==> src/rtl/mcu_pkg.sv <==
// Shared MCU types and constants used by the fetch stage.
package mcu_pkg;

    localparam int unsigned IR_W         = 32;
    localparam int unsigned DEF_RESET_PC = 0;

    typedef enum logic [2:0] {
        IDLE,
        FETCH,
        ISSUE,
        ACCEPT,
        BUSY,
        PFWAIT
    } fetch_state_t;

endpackage

==> src/rtl/prefetch_buf.sv <==
// Single-entry prefetch buffer; flush beats load, load beats consume.
module prefetch_buf
    import mcu_pkg::*;
(
    input  logic            clk,
    input  logic            rst,
    input  logic            load,
    input  logic            consume,
    input  logic            flush,
    input  logic [IR_W-1:0] din,
    output logic [IR_W-1:0] pbuf,
    output logic            pbuf_v
);

    // Buffer word and valid flag.
    always_ff @(posedge clk or posedge rst) begin
        if (rst) begin
            pbuf   <= '0;
            pbuf_v <= 1'b0;
        end else if (flush) begin
            pbuf_v <= 1'b0;
        end else if (load) begin
            pbuf   <= din;
            pbuf_v <= 1'b1;
        end else if (consume) begin
            pbuf_v <= 1'b0;
        end
    end

endmodule

==> src/rtl/fetch_unit.sv <==
// Instruction fetch stage: owns the PC, fetches over req/ack, issues to the decoder.
module fetch_unit
    import mcu_pkg::*;
#(
    parameter int unsigned ADDR_W   = 16,
    parameter int unsigned RESET_PC = DEF_RESET_PC
) (
    input  logic              clk,
    input  logic              rst,
    input  logic              en,
    output logic              mem_req,
    output logic [ADDR_W-1:0] mem_addr,
    input  logic [IR_W-1:0]   mem_rdata,
    input  logic              mem_ack,
    output logic [IR_W-1:0]   ir,
    output logic              cs,
    input  logic              dec_ready,
    input  logic              pc_load,
    input  logic [ADDR_W-1:0] pc_target,
    output logic [ADDR_W-1:0] pc
);

    fetch_state_t      state, state_d;
    logic [ADDR_W-1:0] pc_d, pc_eff, addr_d;
    logic [IR_W-1:0]   ir_d, pbuf;
    logic              cs_d, req_d, stale, stale_d;
    logic              pbuf_v, pb_load, pb_consume, pb_flush;
    logic              ack, keep;

    prefetch_buf u_pbuf (
        .clk     (clk),
        .rst     (rst),
        .load    (pb_load),
        .consume (pb_consume),
        .flush   (pb_flush),
        .din     (mem_rdata),
        .pbuf    (pbuf),
        .pbuf_v  (pbuf_v)
    );

    // Next-state, next-PC and handshake decisions.
    always_comb begin
        pc_eff     = pc_load ? pc_target : pc;
        ack        = mem_req && mem_ack;
        // A word is kept only if it was not made stale by a branch, including one this cycle.
        keep       = ack && !stale && !pc_load;
        state_d    = state;
        pc_d       = pc_eff;
        ir_d       = ir;
        cs_d       = 1'b0;
        req_d      = mem_req;
        addr_d     = mem_addr;
        stale_d    = stale;
        pb_load    = 1'b0;
        pb_consume = 1'b0;
        pb_flush   = pc_load;

        if (ack) begin
            req_d   = 1'b0;
            stale_d = 1'b0;
        end
        if (pc_load && mem_req && !mem_ack) begin
            stale_d = 1'b1;
        end

        case (state)
            IDLE: begin
                if (en) begin
                    state_d = FETCH;
                    req_d   = 1'b1;
                    addr_d  = pc_eff;
                end
            end
            FETCH: begin
                if (keep) begin
                    ir_d    = mem_rdata;
                    pc_d    = pc + ADDR_W'(1);
                    cs_d    = 1'b1;
                    state_d = ISSUE;
                end else if (!mem_req) begin
                    if (en) begin
                        req_d  = 1'b1;
                        addr_d = pc_eff;
                    end else begin
                        state_d = IDLE;
                    end
                end
            end
            ISSUE: begin
                state_d = ACCEPT;
            end
            ACCEPT: begin
                // X/Z on dec_ready falls into the else branch and counts as busy.
                if (dec_ready) state_d = ACCEPT;
                else           state_d = BUSY;
            end
            BUSY: begin
                if (dec_ready) begin
                    if (pbuf_v && !pc_load) begin
                        ir_d       = pbuf;
                        pb_consume = 1'b1;
                        cs_d       = 1'b1;
                        state_d    = ISSUE;
                    end else if (keep) begin
                        ir_d    = mem_rdata;
                        pc_d    = pc + ADDR_W'(1);
                        cs_d    = 1'b1;
                        state_d = ISSUE;
                    end else if (mem_req && !mem_ack) begin
                        state_d = PFWAIT;
                    end else if (ack) begin
                        // Stale ack just retired; req must stay low a cycle before the next fetch.
                        state_d = FETCH;
                    end else if (en) begin
                        state_d = FETCH;
                        req_d   = 1'b1;
                        addr_d  = pc_eff;
                    end else begin
                        state_d = IDLE;
                    end
                end else begin
                    if (keep) begin
                        pb_load = 1'b1;
                        pc_d    = pc + ADDR_W'(1);
                    end else if (en && !pbuf_v && !mem_req) begin
                        req_d  = 1'b1;
                        addr_d = pc_eff;
                    end
                end
            end
            PFWAIT: begin
                if (keep) begin
                    ir_d    = mem_rdata;
                    pc_d    = pc + ADDR_W'(1);
                    cs_d    = 1'b1;
                    state_d = ISSUE;
                end else if (ack) begin
                    state_d = FETCH;
                end
            end
            default: state_d = IDLE;
        endcase
    end

    // State and registered outputs.
    always_ff @(posedge clk or posedge rst) begin
        if (rst) begin
            state    <= IDLE;
            pc       <= ADDR_W'(RESET_PC);
            ir       <= '0;
            cs       <= 1'b0;
            mem_req  <= 1'b0;
            mem_addr <= ADDR_W'(RESET_PC);
            stale    <= 1'b0;
        end else begin
            state    <= state_d;
            pc       <= pc_d;
            ir       <= ir_d;
            cs       <= cs_d;
            mem_req  <= req_d;
            mem_addr <= addr_d;
            stale    <= stale_d;
        end
    end

endmodule
==> config.mk <==
export PLATFORM = sky130hd
export DESIGN_NAME = fetch_unit
export DESIGN_NICKNAME = d
export VERILOG_FILES = /design/src/rtl/mcu_pkg.sv /design/src/rtl/prefetch_buf.sv /design/src/rtl/fetch_unit.sv
export SDC_FILE = /design/constraint.sdc
export NUM_CORES = 1
export LEC_CHECK = 0
export CAP_MARGIN = 20
export CORE_MARGIN = 1.5
export CORE_UTILIZATION = 35
export CTS_CLUSTER_SIZE = 40
export DETAILED_ROUTE_END_ITERATION = 12
export GPL_TIMING_DRIVEN = 0
export PLACE_DENSITY = 0.72
export SLEW_MARGIN = 25
export SYNTH_ARGS = -nofsm -noshare
export SYNTH_HDL_FRONTEND = slang
export SYNTH_SLANG_ARGS = --single-unit
==> constraint.sdc <==
create_clock -name clk -period 10.3 [get_ports clk]
set_input_delay 2.06 -clock clk [delete_from_list [all_inputs] [get_ports clk]]
set_output_delay 2.06 -clock clk [all_outputs]
set_load 0.05 [all_outputs]
# After elaboration in Yosys (flattened, before gate mapping)
# Cells that the tools add are included.
op_classes:
  n_bitwise: 1
  multipliers: 0
  shift: 0
  order_cmp: 0
  n_reduce_logical: 24
  n_div: 0
  n_eq_ne: 18
  n_addsub: 1
  mux: 60
op_table:
  columns: ["op", "n"]
  rows:
  - ["2-to-1 mux 16 bit", 14]
  - ["2-to-1 mux 32 bit", 3]
  - ["case mux 32 bit (2 select lines)", 1]
  - ["case mux 16 bit (3 select lines)", 1]
  - ["2-to-1 mux 3 bit", 11]
  - ["case mux 16 bit (2 select lines)", 1]
  - ["inequality test 3 bit (second input constant)", 9]
  - ["2-to-1 mux 1 bit", 26]
  - ["case mux 3 bit (6 select lines)", 1]
  - ["adder 16 x 1 -> 16 bit (second input constant)", 1]
  - ["logical AND 1 bit", 9]
  - ["AND reduction 9 bit", 1]
  - ["inequality test 2 bit (second input constant)", 4]
  - ["equality test 3 x 2 -> 1 bit (second input constant)", 2]
  - ["equality test 3 bit (second input constant)", 2]
  - ["nonzero test 3 bit", 2]
  - ["logical NOT 1 bit", 5]
  - ["AND reduction 5 bit", 1]
  - ["AND reduction 2 bit", 2]
  - ["nonzero test 2 bit", 2]
  - ["equality test 3 x 1 -> 1 bit (second input constant)", 1]
  - ["logical NOT 3 bit", 1]
  - ["case mux 1 bit (3 select lines)", 1]
  - ["case mux 1 bit (2 select lines)", 1]
  - ["other kinds (2)", 2]
totals:
  latch_bits: 0
  ff_bits: 103
  input_bits: 54
  romBits: 0
  memories: 0
  ramBits: 0

# Depth between registers and ports, before layout
# Gate-level depths: netlist of run 1.
logic_depth:
  depth_word: 9
  depth_mapped: 7

# By module
# From an unflattened synthesis of run 1, not the netlist that was laid out.
unflattened:
  hier_cells: 449
  hier_area_um2: 5036.1
modules_own_cells:
  columns: ["module", "area_each_um2", "instances", "cells_each"]
  rows:
  - ["fetch_unit", 3633.5, 1, 375]
  - ["prefetch_buf", 1402.6, 1, 74]

# Least setup slack after synthesis of run 1
# No wires, ideal clock.
synth_path:
  path_type: "input to register"
  from: "in pc_load"
  to: "reg pc[7]"
  setup_ns: 0.094
  arrival_ns: 3.506
  path_buffers: 1
  path_slack_ns: 6.700
  stages: 5
  cell_sequence: "nand4bb_4 or4_1 buf_2 or3_1 a221oi_2"
synth_between:
  elab_chain_len: 6
  elab_cells_between_ends: 8
  classes_between: "mux: 5; reduce/logical: 3"
synth_lines:
  columns: ["element", "line_no", "text"]
  rows:
  - ["start: declaration", "fetch_unit.sv:18", "input logic pc_load,"]
  - ["logical NOT 1 bit", "fetch_unit.sv:46, fetch_unit.sv:99", null]
  - ["logical AND 1 bit", "fetch_unit.sv:46", "keep = ack && !stale && !pc_load;"]
  - ["2-to-1 mux 16 bit", null, null]
  - ["2-to-1 mux 16 bit", "fetch_unit.sv:99", "if (pbuf_v && !pc_load) begin"]
  - ["2-to-1 mux 16 bit", "fetch_unit.sv:98", "if (dec_ready) begin"]
  - ["case mux 16 bit (2 select lines) *", "fetch_unit.sv:66", "case (state)"]
  - ["net pc_d[7]", "fetch_unit.sv:24", "logic [ADDR_W-1:0] pc_d, pc_eff, addr_d;"]
  - ["end signal: assignment", "fetch_unit.sv:149", "pc <= ADDR_W'(RESET_PC);"]
  - ["end signal: assignment", "fetch_unit.sv:157", "pc <= pc_d;"]
  - ["end: declaration", "fetch_unit.sv:20", "output logic [ADDR_W-1:0] pc"]
# Mark *: on every way through the listed nets, which the timed path passes. The rest lies on a longest branch.
# A chain may end at the register's enable or synchronous reset.

# Worst setup path after layout of run 1
layout_path:
  from: "in pc_load"
  to: "reg mem_addr[4]"
layout_between:
  elab_chain_len: 8
  elab_cells_between_ends: 20
  classes_between: "eq/ne: 4; mux: 12; reduce/logical: 4"
layout_lines:
  columns: ["element", "line_no", "text"]
  rows:
  - ["2-to-1 mux 16 bit", "fetch_unit.sv:43", "pc_eff = pc_load ? pc_target : pc;"]
  - ["2-to-1 mux 16 bit", "fetch_unit.sv:68, fetch_unit.sv:81, fetch_unit.sv:114", null]
  - ["2-to-1 mux 16 bit", "fetch_unit.sv:111", "end else if (ack) begin"]
  - ["2-to-1 mux 16 bit", "fetch_unit.sv:109", "end else if (mem_req && !mem_ack) begin"]
  - ["2-to-1 mux 16 bit", "fetch_unit.sv:104", "end else if (keep) begin"]
  - ["2-to-1 mux 16 bit", "fetch_unit.sv:99", null]
  - ["2-to-1 mux 16 bit", "fetch_unit.sv:98", null]
  - ["case mux 16 bit (3 select lines)", "fetch_unit.sv:66", null]
  - ["end signal: assignment", "fetch_unit.sv:153", "mem_addr <= ADDR_W'(RESET_PC);"]
  - ["end signal: assignment", "fetch_unit.sv:161", "mem_addr <= addr_d;"]
  - ["end: declaration", "fetch_unit.sv:12", "output logic [ADDR_W-1:0] mem_addr,"]
# Parallel ways exist; a longest one is shown, timed or not. The select of a mux whose other input is x is not followed.

==> qor.txt, run 1 <==
outcome: finished, final reports clean
total power: 1.95 mW
Sink Count: 103
top cells by area, synth: dfrtp_1, mux2_2, a2bb2oi_1
Yosys top cell area share: 0.544
clk_lat worst skew: 340 ps
final setup margin: 6030 ps
RSZ-0062 raised after global routing: no
initial drt markers: 226
worst min path class: reg -> reg
number of fill cells: 1,183
Peak VDD IR: 0.000190 V
die area: 0.0142 sq mm
largest net degree at the start of global routing: 56
CP Max Fanout: 10
row cnt: 42
All-Layer GR Usage: 0.176
vias in the first global route: 3,864
initial antenna violation count: 0
ANT nets after route: 0
area of the multi-input gates: 0.00201 sq mm
cells after synthesis: 397
final-report hold violation count: 0
layout cell share with drive strength beyond 1: 0.173
Worst Setup Path Type: in -> reg
mean area per synthesized cell: 11.9 sq um
FF+latch area: 0.00258 sq mm
post-synthesis sequential area ratio: 0.544
CTS tree: yes
CORE AREA: 0.0132 sq mm
crit path capture type: flop
via-per-instance ratio: 5.34
Max transition margin: 0.331
Synth Register Bits: 103
clock skew: 4.51 ps
number of synthesized flops with an enable pin: 0
fraction of registers with async set/reset: 1.00
setup TNS: 0 ps
Top Ports: 120
worst endpoint data arrival time: 4500 ps
post_cts resized: 0
final wirelength: 12,200 um
top-count cell post-synth: dfrtp_1
max-cap violations: 0
startpoint class of the critical path: input pin
Static Leak: 2.74 nW
Synthesized Nets: 452
worst slew pin tran: 996 ps
post-synthesis cell type count: 49
Remaining Overflow, GRT: 0
gpl congestion: 0.883
Initial Util: 0.358
detailed placement HPWL: 8780 um
power per cell area: 299 mW/mm^2
pre-CTS setup slack: 5680 ps
hold_buf cts: 0
Clock transition at path regs: 70 ps
Routed WL per cell: 17.2 um
CTS Root Cell: clkbuf_16
Cell Area, Synth: 0.00473 sq mm
nets: 583
dominant synthesized flop cell: dfrtp_1
die width: 119 um
Vias: 3,786
CTS max path bufs: 2
Post-route DRC: 0
Critical Path RT: 10,530 ps
diodes inserted: 0
chip height: 119 um
1st-pass router iterations: 4
most frequent cells after synthesis: dfrtp_1, mux2_2, o22ai_1
global-route wire length before repair: 20,000 um
Final Max Tran Viols: 0
Area Overhead vs Synth: 37.8%
Synth area leader: dfrtp_1
Fmax: 0.234 GHz
Placed Cells incl. Taps: 693
Setup Fix Bufs, Post-CTS: 0
Num CTS Buffers: 9
H-tree depth: 3
Final Critical Period: 4270 ps
setup violators final: 0
final cycle utilization of the critical path: 0.414
Ys Warns: 0
Final Non-Filler Cells: 709
count of port buffers added during placement: 119
[flip-flops by register name, indices dropped and copies added, names as in the netlist]
name and count:
cs 1, ir 32, mem_addr 16, mem_req 1, pc 16, stale 1, state 3, u_pbuf.pbuf 32
u_pbuf.pbuf_v 1
[cell type report]
cell class              instances  share of cell area
clock inverters                 6              0.0165
flip-flops and latches        103               0.395
plain buffers                  27              0.0173
clock buffers                  10              0.0366
inverters                       9             0.00594
well taps                     176              0.0337
repair buffers                120               0.187
multi-input cells             258               0.308
[layout by cell type, fill, tap and decap left out, types with 2 or more instances in the layout]
cell type / instances
a31oi_1: 3
a311oi_1: 2
a21o_1: 2
a2bb2oi_1: 32
and2_1: 2
mux2_1: 3
mux2i_1: 2
nor3_1: 9
a32oi_1: 2
a21oi_1: 9
buf_2: 6
nor2_1: 28
and4bb_2: 2
nor4_2: 2
or2_2: 3
a22oi_1: 2
and4_1: 3
clkbuf_1: 16
o21ai_0: 2
clkbuf_16: 9
dfrtp_1: 103
buf_1: 4
o22ai_1: 36
nand2b_1: 5
nand3_1: 5
nor2b_1: 5
a221oi_1: 3
clkdlybuf4s50_1: 119
a211oi_1: 9
clkinv_2: 2
nand2_1: 8
bufinv_16: 3
mux2_2: 58
inv_1: 8
nand4_1: 4
[metrics by stage]
| stage | area, sq um | util | hold WS (ps) |
|---|---|---|---|
| after global routing | 6530 | 0.493 | 514 |
| after floorplan | 4730 | - | 465 |
| after global placement | 6150 | 0.464 | 476 |
| final | 6530 | 0.493 | 501 |
| after detailed placement | 6180 | 0.467 | 489 |
| after CTS | 6530 | 0.493 | 505 |
[cells by family (layout without fill, tap and decap cells)]
kind of cell / Yosys count / after routing / synth area share
AO/OA/AOI/OAI: 111 / 111 / 0.174
flip-flops: 103 / 103 / 0.544
AND/OR/NAND/NOR: 83 / 83 / 0.0991
multiplexers: 63 / 63 / 0.149
buffers and inverters: 36 / 172 / 0.0309
adder cells (fa/ha/maj): 1 / 1 / 0.00264
[path summary, 6_finish.rpt]
kind,start,endpoint,slack [ps],cells past startpoint
worst max-delay path,pc_load,mem_addr[4]$_DFFE_PP0P_,6030,6
worst min-delay path,u_pbuf.pbuf[19]$_DFFE_PP0P_,u_pbuf.pbuf[19]$_DFFE_PP0P_,500,1
worst max register to register,state[0]$_DFFE_PP0P_,u_pbuf.pbuf[3]$_DFFE_PP0P_,7870,5
worst min register to register,u_pbuf.pbuf[19]$_DFFE_PP0P_,u_pbuf.pbuf[19]$_DFFE_PP0P_,500,1
max in group asynchronous,rst,u_pbuf.pbuf[3]$_DFFE_PP0P_,7530,3
min in group asynchronous,rst,u_pbuf.pbuf[5]$_DFFE_PP0P_,2150,2
[worst max-delay path: stages]
cell	delay [ps]
clkdlybuf4s50_1	610
buf_1	510
clkbuf_1	470
clkbuf_1	430
o21ai_0	140
mux2_2	270
[routing by layer]
metal,share of wire,GRT usage
met5,0,0
met4,0.012,0.0632
met3,0.079,0.0469
met2,0.45,0.274
met1,0.45,0.238
[power by group]
| group | internal [mW] | switching, mW |
|---|---|---|
| clock network | 0.243 | 0.148 |
| registers | 0.527 | 0.0793 |
| logic | 0.353 | 0.600 |
No activity file was read; power rests on OpenSTA's default activity.
==> run 2, diff against run 1 <==
clock period = 4 ns   (was 10.3 ns; I/O delays follow)
==> results of run 2 <==
Same layout as run 1 (identical final DEF). Status: finished, final reports clean.
Among the figures that moved: setup slack after placement 5680 ps -> 639 ps; setup slack after layout 6030 ps -> 993 ps; register-to-register setup slack 7870 ps -> 1570 ps; total power 1.95 mW -> 5.02 mW; worst IR drop on VDD 0.000190 V -> 0.000490 V
